### src/rtl/core_pkg.sv
`default_nettype none
// ============================================================================
//  Module      : core_pkg
//  Description : Shared types and constants for the RV32I core writeback path:
//                writeback source selector and load funct3 encodings.
//  Revision    : 1.0 - initial release
// ============================================================================
package core_pkg;

    // Writeback source selector carried down the pipeline
    typedef enum logic [1:0] {
        WB_ALU  = 2'b00,
        WB_LOAD = 2'b01,
        WB_PC4  = 2'b10,
        WB_IMM  = 2'b11
    } wb_sel_e;

    // Load size / sign encodings in funct3
    localparam logic [2:0] F3_LB  = 3'b000;
    localparam logic [2:0] F3_LH  = 3'b001;
    localparam logic [2:0] F3_LW  = 3'b010;
    localparam logic [2:0] F3_LBU = 3'b100;
    localparam logic [2:0] F3_LHU = 3'b101;

endpackage : core_pkg
`default_nettype wire

### src/rtl/load_align.sv
`default_nettype none
// ============================================================================
//  Module      : load_align
//  Description : Combinational load data aligner. Picks the byte/half/word
//                addressed by the low address bits, sign- or zero-extends it,
//                and flags misaligned or undefined load encodings.
//  Revision    : 1.0 - initial release
// ============================================================================
module load_align
    import core_pkg::*;
#(
    parameter int WIDTH = 32
) (
    input  logic [WIDTH-1:0] word,
    input  logic [1:0]       offset,
    input  logic [2:0]       funct3,
    output logic [WIDTH-1:0] data,
    output logic             fault
);

    logic [7:0]  w_byte;
    logic [15:0] w_half;

    // Lane selection: byte lane by full offset, half lane by offset[1]
    always_comb begin
        w_byte = word[{offset, 3'b000} +: 8];
        w_half = word[{offset[1], 4'b0000} +: 16];
    end

    // Extension and fault classification by load type
    always_comb begin
        data  = '0;
        fault = 1'b0;
        case (funct3)
            F3_LB: begin
                data = {{(WIDTH-8){w_byte[7]}}, w_byte};
            end
            F3_LBU: begin
                data = {{(WIDTH-8){1'b0}}, w_byte};
            end
            F3_LH: begin
                data  = {{(WIDTH-16){w_half[15]}}, w_half};
                fault = offset[0];
            end
            F3_LHU: begin
                data  = {{(WIDTH-16){1'b0}}, w_half};
                fault = offset[0];
            end
            F3_LW: begin
                data  = word;
                fault = (offset != 2'b00);
            end
            default: begin
                // 011, 110, 111 are not loads in RV32I
                data  = '0;
                fault = 1'b1;
            end
        endcase
    end

endmodule : load_align
`default_nettype wire

### src/rtl/mem_wb_stage.sv
`default_nettype none
// ============================================================================
//  Module      : mem_wb_stage
//  Description : MEM/WB pipeline register and writeback unit. Captures MEM
//                results, aligns load data, selects the writeback value that
//                feeds the (negedge-writing) register file, and counts retired
//                instructions.
//  Revision    : 1.0 - initial release
// ============================================================================
module mem_wb_stage
    import core_pkg::*;
#(
    parameter  int WIDTH  = 32,
    parameter  int DEPTH  = 32,
    parameter  int CNT_W  = 64,
    localparam int ADDR_W = $clog2(DEPTH)
) (
    input  logic              clk,
    input  logic              rst,
    input  logic              STALL,
    input  logic              FLUSH,
    input  logic              M_VALID,
    input  logic              M_REGWRITE,
    input  logic [ADDR_W-1:0] M_RD,
    input  logic [1:0]        M_WB_SEL,
    input  logic [2:0]        M_FUNCT3,
    input  logic [WIDTH-1:0]  M_ALU_RESULT,
    input  logic [WIDTH-1:0]  M_LOAD_DATA,
    input  logic [WIDTH-1:0]  M_PC_PLUS4,
    input  logic [WIDTH-1:0]  M_IMM,
    output logic              REGWRITE,
    output logic [ADDR_W-1:0] ADR_WR_REG,
    output logic [WIDTH-1:0]  WR_DATA,
    output logic              WB_VALID,
    output logic              LOAD_FAULT,
    output logic [CNT_W-1:0]  INSTRET
);

    logic              r_valid;
    logic              r_regwrite;
    logic [ADDR_W-1:0] r_rd;
    wb_sel_e           r_wb_sel;
    logic [2:0]        r_funct3;
    logic [WIDTH-1:0]  r_alu;
    logic [WIDTH-1:0]  r_load;
    logic [WIDTH-1:0]  r_pc4;
    logic [WIDTH-1:0]  r_imm;
    logic [CNT_W-1:0]  r_instret;

    logic [WIDTH-1:0]  w_load_data;
    logic              w_align_fault;
    logic              w_load_fault;

    // Pipeline register: flush inserts a bubble even when stalled
    always_ff @(posedge clk) begin
        if (rst || FLUSH) begin
            r_valid    <= 1'b0;
            r_regwrite <= 1'b0;
            r_rd       <= '0;
            r_wb_sel   <= WB_ALU;
            r_funct3   <= '0;
            r_alu      <= '0;
            r_load     <= '0;
            r_pc4      <= '0;
            r_imm      <= '0;
        end else if (!STALL) begin
            r_valid    <= M_VALID;
            r_regwrite <= M_REGWRITE;
            r_rd       <= M_RD;
            r_wb_sel   <= wb_sel_e'(M_WB_SEL);
            r_funct3   <= M_FUNCT3;
            r_alu      <= M_ALU_RESULT;
            r_load     <= M_LOAD_DATA;
            r_pc4      <= M_PC_PLUS4;
            r_imm      <= M_IMM;
        end
    end

    load_align #(
        .WIDTH (WIDTH)
    ) u_load_align (
        .word   (r_load),
        .offset (r_alu[1:0]),
        .funct3 (r_funct3),
        .data   (w_load_data),
        .fault  (w_align_fault)
    );

    // Fault only matters for a real instruction that writes back load data
    always_comb begin
        w_load_fault = r_valid && (r_wb_sel == WB_LOAD) && w_align_fault;
    end

    // Retire counter: counts on the edge where the instruction leaves the stage
    always_ff @(posedge clk) begin
        if (rst) begin
            r_instret <= '0;
        end else if (r_valid && !w_load_fault && !STALL) begin
            r_instret <= r_instret + CNT_W'(1);
        end
    end

    // Writeback value selection; forced to zero for bubbles
    always_comb begin
        WR_DATA = '0;
        if (r_valid) begin
            case (r_wb_sel)
                WB_ALU:  WR_DATA = r_alu;
                WB_LOAD: WR_DATA = w_load_data;
                WB_PC4:  WR_DATA = r_pc4;
                WB_IMM:  WR_DATA = r_imm;
                default: WR_DATA = '0;
            endcase
        end
    end

    // Register file controls; x0 is never written and faulting loads are dropped
    always_comb begin
        REGWRITE   = r_valid && r_regwrite && (r_rd != '0) && !w_load_fault;
        ADR_WR_REG = r_rd;
        WB_VALID   = r_valid;
        LOAD_FAULT = w_load_fault;
        INSTRET    = r_instret;
    end

endmodule : mem_wb_stage
`default_nettype wire
### config.mk
export PLATFORM = sky130hd
export DESIGN_NAME = mem_wb_stage
export DESIGN_NICKNAME = d
export VERILOG_FILES = /design/src/rtl/core_pkg.sv /design/src/rtl/load_align.sv /design/src/rtl/mem_wb_stage.sv
export SDC_FILE = /design/constraint.sdc
export NUM_CORES = 1
export LEC_CHECK = 0
export BUFFER_PORTS_ARGS = -buffer_cell sky130_fd_sc_hd__buf_2
export CORE_ASPECT_RATIO = 0.6
export CORE_UTILIZATION = 44
export CTS_BUF_LIST = sky130_fd_sc_hd__clkbuf_8
export CTS_CLUSTER_SIZE = 10
export DETAILED_ROUTE_END_ITERATION = 8
export PLACE_DENSITY = 0.68
export SETUP_SLACK_MARGIN = 0.05
export SLEW_MARGIN = 20
export SYNTH_ARGS = -nofsm -noshare
export SYNTH_HDL_FRONTEND = slang
export SYNTH_SLANG_ARGS = --single-unit
### constraint.sdc
create_clock -name clk -period 4.75 [get_ports clk]
set_clock_uncertainty 0.1 [all_clocks]
set_input_delay 0.95 -clock clk [delete_from_list [all_inputs] [get_ports clk]]
set_output_delay 0.95 -clock clk [all_outputs]
set_load 0.02 [all_outputs]
; Word level (Yosys, flattened, before mapping)
; Cells that the tools add are included.
; W data, S select, Z words.
[word_totals]
register_bits = 204
output_inout_bits = 104
elab_cells = 40
[classes]
add_sub_neg = 1
eq_ne = 7
n_shift = 2
n_mux = 4
reduce_logical = 16
[ops]
columns = op, n
row1 = $pmux W32 S5, 1
row2 = $pmux W32 S4, 1
row3 = $add A64 B1 Y64 const B, 1
row4 = $mux W32, 1
row5 = $shiftx A32 B6 Y16, 1
row6 = $shiftx A32 B6 Y8, 1
row7 = $logic_and A1 B1 Y1, 7
row8 = $eq A3 B3 Y1 const B, 2
row9 = $reduce_bool A5 Y1, 1
row10 = $eq A2 B2 Y1 const B, 2
row11 = $reduce_or A2 Y1, 2
row12 = $eq A3 B1 Y1 const B, 1
row13 = $eq A3 B2 Y1 const B, 1
row14 = $logic_not A3 Y1, 1
row15 = $pmux W1 S3, 1
row16 = $eq A2 B1 Y1 const B, 1
row17 = $logic_not A1 Y1, 2
row18 = $logic_not A2 Y1, 1
row19 = $reduce_bool A2 Y1, 1
row20 = $logic_or A1 B1 Y1, 1

; Longest topological paths before layout
[logic_depth]
word_depth = 7
ltp_mapped = 9
ltp_nobuf = 6

; Cells and area by module
; A second synthesis with hierarchy kept.
[hier_totals]
cells_unflattened = 1012
area_unflattened_um2 = 9676.8
[by_module_without_submodules]
columns = module, n_inst, cells_per_inst, area_per_inst_um2
row1 = mem_wb_stage, 1, 916, 8972.4
row2 = load_align, 1, 96, 704.4

; Least setup slack after synthesis
; OpenSTA, ideal clock, no wires.
[synth_timing]
path_kind = flip-flop to output port
startpoint = reg r_alu[1]
endpoint = out WR_DATA[20]
arrival_time_ns = 2.050
required_time_ns = 3.700
slack_ns = 1.650
path_stages_with_launch = 8
n_path_buf = 2
path_cell_list = dfxtp_1 > clkbuf_1 > mux2_2 > a2bb2oi_1 > o21a_1 > clkbuf_1 > a21oi_1 > o221a_2
[synth_via]
elab_chain_cells = 4
elab_cells_between_ends = 5
cone_classes = shift: 2 / mux: 3
[synth_lines]
columns = element, line_no
row1 = from (decl), mem_wb_stage.sv:44  ; logic [WIDTH-1:0] r_alu;
row2 = from (signal assigned), mem_wb_stage.sv:62  ; r_alu <= '0;
row3 = from (signal assigned), mem_wb_stage.sv:72  ; r_alu <= M_ALU_RESULT;
row4 = $shiftx A32 B6 Y16 / $shiftx A32 B6 Y8 (equally long branches), "load_align.sv:27, load_align.sv:26"
row5 = $pmux W32 S5 (*), load_align.sv:34  ; case (funct3)
row6 = $pmux W32 S4 (*), mem_wb_stage.sv:107  ; case (r_wb_sel)
row7 = $mux W32 (*), mem_wb_stage.sv:106  ; if (r_valid) begin
row8 = to (decl), mem_wb_stage.sv:33  ; output logic [WIDTH-1:0] WR_DATA,
; Every way passes the cells marked *; elsewhere a longest branch is shown, timed or not.

; Worst setup path after layout
[layout_timing]
startpoint = reg r_alu[1]
endpoint = out WR_DATA[30]
; The elaborated chain is that of the path after synthesis.

==> summary.txt <==
GRT
  • Initial antenna violation count: 0
  • Vias in the first global route: 7691
  • Largest net degree at the start of global routing: 78
  • Total GRT Usage: 0.265
  • Global-route wire length before repair: 45.0 mm
  • Final global-route overflow total: 0

CTS
  • H-tree depth: 1
  • Clk Latency, worst-skew pair: 570 ps
  • Post CTS Setup Buffer Count: 0
  • Reg clk slew, reported paths: 60 ps
  • Resized cells post-CTS: 0
  • Number of hold buffers added after cts: 0
  • Clock sink count: 204
  • Cts bufs inserted: 31
  • CTS tree: yes
  • Maximum clock path buffer count: 3
  • Root buf cell: clkbuf_8

Synthesis
  • Primary FF master, synth: dfxtp_1
  • Post-synthesis register bit count: 204
  • Post-synth ARST share: 0
  • Seq/Total Area, Yosys: 0.430
  • Post-synth EDFFs: 0
  • Post-Syn Nets: 1248
  • Post-Syn Instances: 1103
  • YS warnings: 0
  • Synth Cell Area: 9490 µm²
  • Synth cell types: 49
  • Syn avg cell area: 8.61 µm²

Layout
  • Area Growth Syn to Fin: 21.0%
  • Final instance area: 11500 µm²
  • Antenna diodes: 0
  • Layout cells sized above 1: 0.251
  • Final nets: 1464

STA
  • RSZ-0062 raised after global routing: false
  • Final setup fails: 0
  • Tcrit/Tclk final: 0.893
  • Setup ws final: 508 ps
  • Pins Over Slew Limit: 0
  • Worst slew margin: 0.316
  • Worst Tran Pin Value: 1030 ps
  • Total negative slack: 0 ps
  • Crit path time final: 4240 ps
  • Final hold vios: 0
  • Highest clock rate: 0.236 GHz

Drt
  • Vias: 8997
  • First drt pass iteration count: 5
  • Routed WL per cell: 18.9 µm
  • Remaining DRCs: 0
  • DR iter-0 viols: 941
  • Routed WL: 30.6 mm
  • Vias/cell: 5.56
  • Post-DRT Antenna Nets: 0

Die
  • Starting Density: 0.450
  • Std-Cell Core Area: 21100 µm²
  • I/O pin total: 248
  • Number of cell rows: 41
  • Die Ht: 116 µm
  • Die ar.: 22200 µm²
  • Die X-Extent: 192 µm

Min path
  • Hold Path Class: reg2reg

Place
  • # port buffers: 247
  • Gpl congestion: 0.914
  • Pre-CTS setup slack: 1130 ps
  • Placed cell areas: 10900 µm²
  • Dpl hpwl: 22.3 mm

Critical path
  • Startpoint Class: flop
  • Critical R2R Capture: INSTRET[54]
  • Critical Path End Type: output pin
  • Worst Path Arrival: 3190 ps
  • FF-to-FF Start: INSTRET[10]
  • Crit-path max FO: 16
  • FF-to-FF path depth: 5
  • R2R setup slack: 1630 ps
  • Crit Path Category: reg2out
  • Critical Path Source: r_alu[1]
  • Worst EP required: 3700 ps
  • Worst setup path end: WR_DATA[30]

Job
  • Maxcap violations: 0

Power and ir drop
  • Max VDD drop: 0.180 mV
  • Power per cell area: 306 nW/µm²
  • Leak pwr: 0.00511 µW

Run status
  • Status: complete, no violations
## final cells by class
cell class / instances / area [µm²]
fill: 1996 / 9600
multi-input combinational: 810 / 5070
sequential: 204 / 4080
timing repair buffer: 261 / 1350
clock buffer: 38 / 523
tap: 279 / 349
clock inverter: 16 / 67.6
inverter: 11 / 41.3
## layer usage
metal | global-route usage | vias up | share of wire
li1 | - | 4337 | -
met1 | 0.442 | 4238 | 0.52
met2 | 0.326 | 391 | 0.37
met3 | 0.0630 | 31 | 0.097
met4 | 0.0471 | 0 | 0.013
met5 | 0 | - | 0
## power by group
| part | internal, µW | total, µW | leakage (µW) | switching [µW] |
|---|---|---|---|---|
| Combinational | 133 | 314 | 0.00311 | 181 |
| Sequential | 1750 | 1780 | 0.00166 | 33.0 |
| Clock | 715 | 1410 | 0.000349 | 698 |
| Total | 2600 | 3510 | 0.00511 | 912 |
## metrics by stage
step	std cells	power [µW]	utilization	hold slack (ps)
after detailed placement	1565	2130	0.517	376
after global placement	1565	2120	0.517	368
final	1619	3510	0.545	384
after CTS	1619	3530	0.545	384
after floorplan	1103	2000	-	358
after global routing	1619	3660	0.545	416
## registers in the layout (all words and copies together) (netlist names), 2 cells and up
name and count:
r_funct3 3, r_load 32, INSTRET 64, r_alu 32, r_wb_sel 2, ADR_WR_REG 5
r_imm 32, r_pc4 32
## synth_stat cells (all sizes together) (2+ instances only)
cell / instances / area share
dfxtp: 204 / 0.43
nor2: 198 / 0.078
mux2i: 142 / 0.15
nand2: 91 / 0.036
a21oi: 79 / 0.042
clkbuf: 72 / 0.028
o21ai: 65 / 0.034
nand4: 30 / 0.021
or3: 25 / 0.016
nand3: 24 / 0.013
o221a: 16 / 0.019
or4: 13 / 0.010
xor2: 13 / 0.012
inv: 11 / 0.0043
mux2: 11 / 0.013
nor4: 11 / 0.012
o31ai: 11 / 0.0092
xnor2: 11 / 0.010
nor2b: 8 / 0.0053
a222oi: 7 / 0.0074
a32o: 7 / 0.0074
nand2b: 7 / 0.0046
o211a: 7 / 0.0074
buf: 6 / 0.0034
nor3: 6 / 0.0032
and3: 5 / 0.0033
and2: 4 / 0.0026
or2: 3 / 0.0020
a31o: 2 / 0.0018
nor3b: 2 / 0.0016
## critical path: stages, from the launching register on
cell and delay (ps):
dfxtp_1 780, mux2_2 410, a2bb2oi_1 280, o21a_1 550, a21oi_1 160, o221a_2 300
buf_2 160
## how the worst min path moves through the flow
stage                 from          end  depth (start not counted)
6_report       INSTRET[63]  INSTRET[63]                          2
5_1_grt          r_pc4[12]    r_pc4[12]                          2
4_1_cts        INSTRET[63]  INSTRET[63]                          2
3_5_place_dp   INSTRET[63]  INSTRET[63]                          2
3_3_place_gp      r_pc4[0]     r_pc4[0]                          2
2_1_floorplan    r_alu[10]    r_alu[10]                          2
## cell usage in the layout, fill, tap and decap left out, types with 23 or more instances in the layout
master / netlist / final
buf_2: 2 / 246
dfxtp_1: 204 / 204
nor2_1: 198 / 198
mux2i_1: 142 / 142
nand2_1: 91 / 91
a21oi_1: 79 / 79
o21ai_0: 65 / 65
clkbuf_8: 0 / 39
nand4_1: 29 / 29
or3_1: 25 / 25
nand3_1: 24 / 24
inv_1: 11 / 23
## cell families after synthesis
group | share of synthesized area
AND/OR/NAND/NOR | 0.212
flip-flops | 0.430
AO/OA/AOI/OAI | 0.135
multiplexers | 0.163
buffers and inverters | 0.0362
XOR/XNOR | 0.0221
adder cells (fa/ha/maj) | 0.00132
Power figures use the tool's default switching activity.
